$ cat src/rtl/router_param.sv
// Byte-serial packet router: one input stream split into NUM_CH first-word-fall-through FIFOs,
// with input backpressure, invalid-destination dropping and a per-channel read-timeout flush.
module router_param #(
    parameter int NUM_CH  = 3,
    parameter int DATA_W  = 8,
    parameter int DEPTH   = 16,
    parameter int TIMEOUT = 30
) (
    input  logic                     clk,
    input  logic                     resetn,
    input  logic                     packet_valid,
    input  logic [DATA_W-1:0]        datain,
    input  logic [NUM_CH-1:0]        read_enb,
    output logic [NUM_CH*DATA_W-1:0] data_out,
    output logic [NUM_CH-1:0]        vldout,
    output logic                     busy,
    output logic                     err,
    output logic                     drop,
    output logic [NUM_CH-1:0]        soft_rst
);

    localparam int ADDR_W = 2;
    localparam int LEN_W  = DATA_W - ADDR_W;
    localparam int PTR_W  = $clog2(DEPTH);
    localparam int CNT_W  = PTR_W + 1;
    localparam int TMR_W  = $clog2(TIMEOUT + 1);

    localparam logic [ADDR_W:0] NUM_CH_W = (ADDR_W + 1)'(NUM_CH);

    localparam logic [2:0] S_IDLE   = 3'd0;
    localparam logic [2:0] S_LOAD   = 3'd1;
    localparam logic [2:0] S_PARITY = 3'd2;
    localparam logic [2:0] S_CHECK  = 3'd3;
    localparam logic [2:0] S_DROP   = 3'd4;

    logic [2:0]        state;
    logic [ADDR_W-1:0] dest_q;
    logic [LEN_W-1:0]  rem;
    logic [DATA_W-1:0] par;
    logic [DATA_W-1:0] recv;

    logic [DATA_W-1:0] mem    [NUM_CH][DEPTH];
    logic [PTR_W-1:0]  wr_ptr [NUM_CH];
    logic [PTR_W-1:0]  rd_ptr [NUM_CH];
    logic [CNT_W-1:0]  count  [NUM_CH];
    logic [TMR_W-1:0]  tmr    [NUM_CH];

    logic [ADDR_W-1:0] dest_in;
    logic [LEN_W-1:0]  len_in;
    logic              hdr_ok;
    logic [ADDR_W-1:0] tgt;
    logic              tgt_full;
    logic              wr_path;
    logic              accept;
    logic              write;
    logic [NUM_CH-1:0] vld;
    logic [NUM_CH-1:0] pop;
    logic [NUM_CH-1:0] push;
    logic [NUM_CH-1:0] tmo;

    assign dest_in = datain[ADDR_W-1:0];
    assign len_in  = datain[DATA_W-1:ADDR_W];
    assign hdr_ok  = ({1'b0, dest_in} < NUM_CH_W);
    assign tgt     = (state == S_IDLE) ? dest_in : dest_q;

    // Stalls only depend on registered state and counts, so a full FIFO stalls even if it is being popped.
    assign wr_path = ((state == S_IDLE) && packet_valid && hdr_ok) ||
                     (state == S_LOAD) || (state == S_PARITY);
    assign busy    = (wr_path && tgt_full) || (state == S_CHECK);
    assign accept  = packet_valid && !busy;
    assign write   = accept && wr_path;
    assign vldout  = vld;

    // NOTE: every variable written here gets a default first, otherwise synthesis infers latches.
    always_comb begin
        tgt_full = 1'b0;
        for (int i = 0; i < NUM_CH; i++) begin
            if (tgt == ADDR_W'(i)) tgt_full = (count[i] == CNT_W'(DEPTH));
        end
    end

    always_comb begin
        vld      = '0;
        pop      = '0;
        tmo      = '0;
        push     = '0;
        data_out = '0;
        for (int i = 0; i < NUM_CH; i++) begin
            vld[i]  = (count[i] != '0);
            pop[i]  = read_enb[i] && vld[i];
            tmo[i]  = vld[i] && !read_enb[i] && (tmr[i] == TMR_W'(TIMEOUT - 1));
            push[i] = write && (tgt == ADDR_W'(i)) && !tmo[i];
            if (vld[i]) data_out[i*DATA_W +: DATA_W] = mem[i][rd_ptr[i]];
        end
    end

    // NOTE: the storage array has no reset; emptiness is tracked by count, so stale contents are never visible.
    always_ff @(posedge clk) begin
        for (int i = 0; i < NUM_CH; i++) begin
            if (push[i]) mem[i][wr_ptr[i]] <= datain;
        end
    end

    always_ff @(posedge clk or negedge resetn) begin
        if (!resetn) begin
            soft_rst <= '0;
            for (int i = 0; i < NUM_CH; i++) begin
                wr_ptr[i] <= '0;
                rd_ptr[i] <= '0;
                count[i]  <= '0;
                tmr[i]    <= '0;
            end
        end else begin
            soft_rst <= tmo;
            for (int i = 0; i < NUM_CH; i++) begin
                if (tmo[i]) begin
                    // Flush wins over a coinciding push; the byte is lost.
                    count[i]  <= '0;
                    rd_ptr[i] <= wr_ptr[i];
                    tmr[i]    <= '0;
                end else begin
                    if (push[i]) wr_ptr[i] <= wr_ptr[i] + PTR_W'(1);
                    if (pop[i])  rd_ptr[i] <= rd_ptr[i] + PTR_W'(1);
                    case ({push[i], pop[i]})
                        2'b10:   count[i] <= count[i] + CNT_W'(1);
                        2'b01:   count[i] <= count[i] - CNT_W'(1);
                        default: count[i] <= count[i];
                    endcase
                    if (pop[i] || !vld[i]) tmr[i] <= '0;
                    else                   tmr[i] <= tmr[i] + TMR_W'(1);
                end
            end
        end
    end

    always_ff @(posedge clk or negedge resetn) begin
        if (!resetn) begin
            state  <= S_IDLE;
            dest_q <= '0;
            rem    <= '0;
            par    <= '0;
            recv   <= '0;
            err    <= 1'b0;
            drop   <= 1'b0;
        end else begin
            err  <= 1'b0;
            drop <= 1'b0;
            case (state)
                S_IDLE: begin
                    if (packet_valid && !hdr_ok) begin
                        drop  <= 1'b1;
                        state <= S_DROP;
                    end else if (accept) begin
                        dest_q <= dest_in;
                        rem    <= len_in;
                        par    <= datain;
                        state  <= (len_in != '0) ? S_LOAD : S_PARITY;
                    end
                end
                S_LOAD: begin
                    if (!packet_valid) begin
                        err   <= 1'b1;
                        state <= S_IDLE;
                    end else if (accept) begin
                        par <= par ^ datain;
                        rem <= rem - LEN_W'(1);
                        if (rem == LEN_W'(1)) state <= S_PARITY;
                    end
                end
                S_PARITY: begin
                    if (!packet_valid) begin
                        err   <= 1'b1;
                        state <= S_IDLE;
                    end else if (accept) begin
                        recv  <= datain;
                        state <= S_CHECK;
                    end
                end
                S_CHECK: begin
                    err   <= (par != recv);
                    state <= S_IDLE;
                end
                S_DROP: begin
                    if (!packet_valid) state <= S_IDLE;
                end
                default: state <= S_IDLE;
            endcase
        end
    end

endmodule

$ cat config.mk
export PLATFORM = sky130hd
export DESIGN_NAME = router_param
export DESIGN_NICKNAME = d
export VERILOG_FILES = /design/src/rtl/router_param.sv
export SDC_FILE = /design/constraint.sdc
export NUM_CORES = 1
export LEC_CHECK = 0
export CORE_MARGIN = 5
export CORE_UTILIZATION = 45
export DETAILED_ROUTE_END_ITERATION = 12
export PLACE_DENSITY = 0.64
export RECOVER_POWER = 25
export SYNTH_ARGS = -nofsm -noshare
export SYNTH_HDL_FRONTEND = slang
export SYNTH_SLANG_ARGS = --single-unit
export TNS_END_PERCENT = 30
$ cat constraint.sdc
create_clock -name clk -period 4.35 [get_ports clk]
set_input_delay 0.87 -clock clk [delete_from_list [all_inputs] [get_ports clk]]
set_output_delay 0.87 -clock clk [all_outputs]
set_load 0.005 [all_outputs]
==> flow_metrics.py, run 1 <==
metrics = {
    "run_status": {
        "status": "finished with violations",
        "violations": "capacitance limit, slew limit",
    },
    "floorplan": {
        "rows": 76,
        "die_x_um": 219.4,
        "initial_core_util_pct": 45.68,
        "io_pins": 47,
        "die_area_um2": 48110,
        "core_um2": 43170,
        "die_h_um": 219.4,
    },
    "synthesis": {
        "syn_nets": 1189,
        "ys_warn_count": 0,
        "yosysTopAreaCellShare_pct": 58.47,
        "synth-edff-count": 384,
        "synth_top_family_by_area": "multiplexers",
        "synth_xor_area_share_pct": 2.220,
        "async_flop_share_pct": 18.30,
        "netlist_area_um2": 19720,
        "synthMuxAreaShare_pct": 14.76,
        "synthTopCellsByArea": "edfxtp_1 58%, mux4_2 14%, dfrtp_1 11%, ha_1 1.8%, nor2_1 1.6%",
        "synth_simple_gate_area_share_pct": 6.826,
        "synth_ff_type": "edfxtp_1",
        "syn_inst": 1146,
        "ys_seq_area_share_pct": 69.38,
        "synth-seq-cells": 470,
        "synth_cell_type_count": 64,
        "avgSynthCellArea_um2": 17.21,
        "synth_compound_area_share_pct": 3.369,
        "post-synth-top-area-cell": "edfxtp_1",
        "synthAdderAreaFrac_pct": 1.840,
    },
    "setup_path": {
        "required_ps": 3480,
        "arrival_ps": 3230,
        "r2r_slack_ps": 1030,
        "slowest_delay_ps": 710,
        "reg2reg_depth": 11,
        "rr_startpoint": "count[11]",
        "cp_slowest_cell": "dfrtp_2",
        "crit_top_cell": "mux4_2",
        "setup.worst_path.start_class": "register",
        "crit_type": "register to primary output",
        "timing.rr.end": "count[14]",
        "path_max_fanout": 17,
        "end_kind": "primary output",
        "cp_cell_sequence": "buf_12 > mux4_2 > mux4_2 > and2_1 > clkdlybuf4s50_1",
    },
    "timing": {
        "fin_crit_sh_pct": 94.34,
        "drv_slew": 181,
        "period_minus_slack_ps": 4104,
        "tightest_slew_ps": 2852,
        "fin_skew_ps": 11.59,
        "hold_viol_final": 0,
        "setup_violations": 0,
        "max_freq_mhz": 243.7,
        "tns_ps": 0,
        "rsz0062_at_grt": "no",
        "whs_ps": 490.3,
        "maxSlewHeadroom_pct": -90.15,
    },
    "placed_design": {
        "place_hpwl_mm": 26.13,
        "place_congestion": 0.8173,
        "portBuffers": 46,
    },
    "min_path": {
        "hold_path_class": "register to register",
        "hp-start": "tmr[0]",
        "holdPathEnd": "tmr[0]",
        "hold_depth": 1,
    },
    "routing": {
        "vias": 10265,
        "first_iter_violations": 760,
        "dr.pass1.iters": 5,
        "ant_nets": 0,
        "route.detailed.drc": 0,
        "wl_mm": 40.92,
        "viasPerCell": 5.457,
        "wl_per_cell_um": 21.75,
    },
    "finish": {
        "diodes": 0,
        "drive_gt1_share_pct": 22.69,
        "final_nets": 1300,
        "fill_cells": 3477,
        "synthToLayoutAreaGrowth_pct": 16.01,
    },
    "grt": {
        "gr-usage-all-layers_pct": 17.41,
        "grt_pass1_vias": 10584,
        "grt_antenna_before_repair": 1,
        "grt_max_degree": 64,
        "grt_pass1_wl_mm": 63.80,
        "gr-total-overflow": 0,
    },
    "clocking": {
        "hold_buffers": 0,
        "clkSlewWorstSetupHoldPaths_ps": 60,
        "insertion_delay_ps": 560,
        "cts_root_buf": "clkbuf_16",
        "h-tree-depth": 2,
        "cts_tree": "done",
        "cts_buffers": 48,
        "cts_setup_buffers": 0,
        "cts.sinks": 470,
        "clock_path_buffers": 3,
        "cts_resized": 0,
    },
    "power": {
        "vdd_ir_drop_max_uv": 262.9,
        "power_density_nw_per_um2": 635.4,
        "p_leak_uw": 0.007822,
    },
    "flow_run": {
        "maxCapViolations": 4,
    },
}
## Yosys cell counts, types with 8 or more instances
| cell type | count |
|---|---|
| a21oi_1 | 19 |
| a31oi_1 | 10 |
| and2_1 | 8 |
| buf_1 | 21 |
| clkbuf_1 | 32 |
| dfrtp_1 | 86 |
| edfxtp_1 | 384 |
| ha_1 | 29 |
| inv_1 | 24 |
| mux2_2 | 14 |
| mux4_2 | 120 |
| nand2_1 | 68 |
| nand2b_1 | 10 |
| nand3_1 | 23 |
| nand4_1 | 10 |
| nor2_1 | 85 |
| nor2b_1 | 21 |
| nor3_1 | 27 |
| o21ai_0 | 23 |
| xnor2_1 | 17 |
| xor2_1 | 33 |
## where the power goes
group          switching, uW  total, uW  internal, uW
combinational           1950       4370          2420
clock                   1680       4190          2510
sequential               669       5980          5310
## placed cells by master, fill, tap and decap left out, drive strengths merged, types with 23 or more instances in the layout
cell | Yosys | routed
edfxtp | 384 | 384
mux4 | 120 | 120
dfrtp | 86 | 86
nor2 | 85 | 85
buf | 25 | 73
nand2 | 68 | 68
clkbuf | 32 | 68
clkdlybuf4s50 | 0 | 37
xor2 | 33 | 33
ha | 29 | 29
nor3 | 28 | 28
inv | 24 | 25
o21ai | 25 | 25
nand3 | 23 | 23
## registers in the layout (all words and copies together) (netlist names), 6 cells and up
name / cells
wr_ptr: 12
recv: 8
tmr: 15
rem: 6
count: 15
mem: 384
par: 8
rd_ptr: 12
## per-stage QoR
| stage | area, um^2 | utilization (%) | power (uW) | setup WS, ps | instances |
|---|---|---|---|---|---|
| 2_1_floorplan | 19720 | - | 8876 | 1063 | 1146 |
| 3_3_place_gp | 21260 | 49.25 | 10440 | 543.1 | 1792 |
| 3_5_place_dp | 21260 | 49.25 | 10520 | 435.5 | 1792 |
| 4_1_cts | 22890 | 53.03 | 14740 | 151.2 | 1881 |
| 5_1_grt | 22880 | 53.00 | 15360 | 42.45 | 1881 |
| 6_report | 22880 | 53.00 | 14540 | 246.4 | 1881 |
## routing by layer
layer  up-vias  wire length [um]  track usage (%)  share of wire (%)
met1      5283             17910            25.01                 44
met2       222             20380            28.49                 50
met5         -                 0                0                  0
li1       4717                 -                -                  -
met4         0               545            3.580                1.3
met3        43              2082            2.938                5.1
## area by class of cell
| cell class | count | area, um^2 | area share, % |
|---|---|---|---|
| inverter | 24 | 90.09 | 0.3937 |
| clock inverter | 29 | 314.1 | 1.373 |
| timing repair buffer | 118 | 1007 | 4.402 |
| clock buffer | 60 | 1319 | 5.764 |
| sequential | 470 | 13690 | 59.82 |
| multi-input combinational | 595 | 5732 | 25.05 |
| tap | 585 | 732.0 | 3.199 |
## worst max path at each step
stage	startpoint	to	slack, ps	cells after the start
floorplan	datain[0]	count[9]	1060	12
global placement	packet_valid	mem[0][140]	540	7
detailed placement	datain[0]	count[9]	440	11
CTS	rd_ptr[8]	data_out[1]	150	5
global route	rd_ptr[8]	data_out[1]	40	5
finish	rd_ptr[8]	data_out[1]	250	5
## worst max-delay path: cells and delay by family, from the launching register on
family                 cells  cell delay, ps
buffers and inverters      2             700
muxes                      2            1080
DFF                        1             710
and+or+nand+nor            1             180
## logic make-up after synthesis
group / count (synthesis)
adders and majority gates: 29
muxes: 139
DFF: 470
and+or+nand+nor: 278
xor gates and xnor gates: 50
buffers and inverters: 81
AOI/OAI and AO/OA: 99
Note: power is estimated with default switching activity, not from simulation.
==> inputs of run 2 (changes only) <==
==> constraint.sdc (replaced) <==
create_clock -name clk -period 4.35 [get_ports clk]
set_input_delay 0.87 -clock clk [delete_from_list [all_inputs] [get_ports clk]]
set_output_delay 0.87 -clock clk [all_outputs]
set_load 0.02 [all_outputs]
==> run 2 against run 1 <==
  * Global-route usage about the same
  * Design area about the same
  * The run still ends with capacitance limit, slew limit left
  * Sequential power decreased by 0.8%
  * Sequential cell count unchanged
  * Critical path depth unchanged
  * Utilization about the same
  * Largest power group unchanged
==> flow_metrics.py, run 2 (same netlist as run 1, synthesis figures left out) <==
metrics = {
    "setup_path": {
        "slowest_delay_ps": 680,
        "arrival_ps": 3320,
        "cp_cell_sequence": "buf_4 > mux4_2 > mux4_2 > and2_1 > clkdlybuf4s50_1",
        "required_ps": 3480,
        "crit_top_cell": "mux4_2",
        "rr_startpoint": "count[1]",
        "cp_slowest_cell": "dfrtp_2",
        "end_kind": "primary output",
        "crit_buf_inv": 2,
        "critPathTopFamily": "multiplexers",
        "setup.worst_path.start_class": "register",
        "startpoint": "rd_ptr[8]",
        "crit_type": "register to primary output",
        "path_max_fanout": 15,
    },
    "routing": {
        "ant_nets": 0,
        "viasPerCell": 5.509,
        "wl_mm": 40.71,
        "vias": 10395,
        "route.detailed.drc": 0,
        "first_iter_violations": 658,
        "dr.pass1.iters": 5,
        "wl_per_cell_um": 21.57,
    },
    "finish": {
        "drive_gt1_share_pct": 23.58,
        "seqCellArea_um2": 13690,
        "fill_cells": 3445,
        "synthToLayoutAreaGrowth_pct": 16.10,
        "postLayoutCellArea_um2": 22900,
        "final_common_cell": "edfxtp_1",
        "diodes": 0,
        "largest_reg_flops": 384,
        "final_nets": 1305,
        "final_util_pct": 53.04,
        "multi_input_area_um2": 5732,
        "mostFrequentLayoutCells": "384 x edfxtp_1, 120 x mux4_2, 85 x nor2_1",
    },
    "timing": {
        "maxSlewHeadroom_pct": -77.78,
        "fin_crit_sh_pct": 96.38,
        "hold_viol_final": 0,
        "max_freq_mhz": 238.5,
        "whs_ps": 488.7,
        "setup_ws_ps": 157.3,
        "drv_slew": 196,
        "setup_violations": 0,
        "tns_ps": 0,
        "fin_skew_ps": 18.64,
        "rsz0062_at_grt": "no",
        "period_minus_slack_ps": 4193,
        "tightest_slew_ps": 2667,
    },
    "floorplan": {
        "core_um2": 43170,
        "io_pins": 47,
        "die_area_um2": 48110,
        "initial_core_util_pct": 45.68,
        "rows": 76,
        "die_h_um": 219.4,
        "die_x_um": 219.4,
    },
    "grt": {
        "gr-usage-all-layers_pct": 17.44,
        "grt_pass1_wl_mm": 64.00,
        "grt_antenna_before_repair": 0,
        "grt_pass1_vias": 10682,
        "grt_max_degree": 63,
        "gr-total-overflow": 0,
    },
    "clocking": {
        "cts_tree": "done",
        "clock_path_buffers": 3,
        "insertion_delay_ps": 580,
        "clkSlewWorstSetupHoldPaths_ps": 60,
        "cts_setup_buffers": 0,
        "h-tree-depth": 2,
        "cts_resized": 0,
        "cts_buffers": 48,
        "cts_root_buf": "clkbuf_16",
        "cts.sinks": 470,
        "hold_buffers": 0,
    },
    "placed_design": {
        "place_congestion": 0.7960,
        "portBuffers": 46,
        "place_hpwl_mm": 25.73,
        "place_area_um2": 21270,
        "place_ws_ps": 476.5,
    },
    "run_status": {
        "status": "finished with violations",
        "violations": "capacitance limit, slew limit",
    },
    "power": {
        "vdd_ir_drop_max_uv": 264.1,
        "p_leak_uw": 0.007866,
        "power_density_nw_per_um2": 646.0,
    },
    "min_path": {
        "hp-start": "tmr[5]",
        "hold_path_class": "register to register",
    },
    "flow_run": {
        "maxCapViolations": 4,
    },
}
## run 2: changes by cell type in the layout (fill, tap and decap cells not counted)
cell,change
buf_4,+4
clkinv_2,+8
clkbuf_1,+1
clkinv_1,-8
inv_6,-1
buf_2,+2
buf_12,-2
clkinvlp_4,-2
bufinv_16,-2
clkbuf_8,+7
clkinv_4,-1
## run 2: cell type report
type / instances / share of cell area [%]
inverters: 24 / 0.3934
multi-input cells: 595 / 25.03
flip-flops and latches: 470 / 59.77
clock buffers: 67 / 6.180
clock inverters: 23 / 1.011
well taps: 585 / 3.197
repair buffers: 123 / 4.415
## run 2: worst paths after layout
check,to,slack [ps],cells past startpoint
setup / recovery,data_out[1],160,5
hold / removal,tmr[5],490,1
min in group asynchronous,rd_ptr[6],690,1
hold reg to reg,tmr[5],490,1
setup reg to reg,count[4],1030,10
max in group asynchronous,rd_ptr[0],2480,2
## run 2: report_power, final
part           switching, uW  total (uW)  internal [uW]
clock network           1670        4180           2510
registers                609        5930           5320
logic                   2270        4680           2420
total                   4550       14800          10200
## run 2: layer usage
metal | vias up | share of wire [%] | track usage (%)
met5 | - | 0 | 0
met1 | 5394 | 44 | 24.88
li1 | 4719 | - | -
met4 | 0 | 1.9 | 4.166
met2 | 218 | 50 | 28.41
met3 | 64 | 4.2 | 3.035
## run 2: worst register-to-register path, stage by stage, from the launching register on
cell and delay, ps:
dfrtp_1 460, or4_1 690, o21ai_1 620, a31oi_2 200, xor2_1 210, ha_1 240
or3_1 310, a21oi_1 160, o2bb2ai_1 140, xnor2_1 140, nor2_1 50
## run 2: stage by stage
step	std cells	total power (uW)
floorplan	1146	9159
global placement	1797	10710
detailed placement	1797	10780
CTS	1887	15000
global route	1887	15610
finish	1887	14790
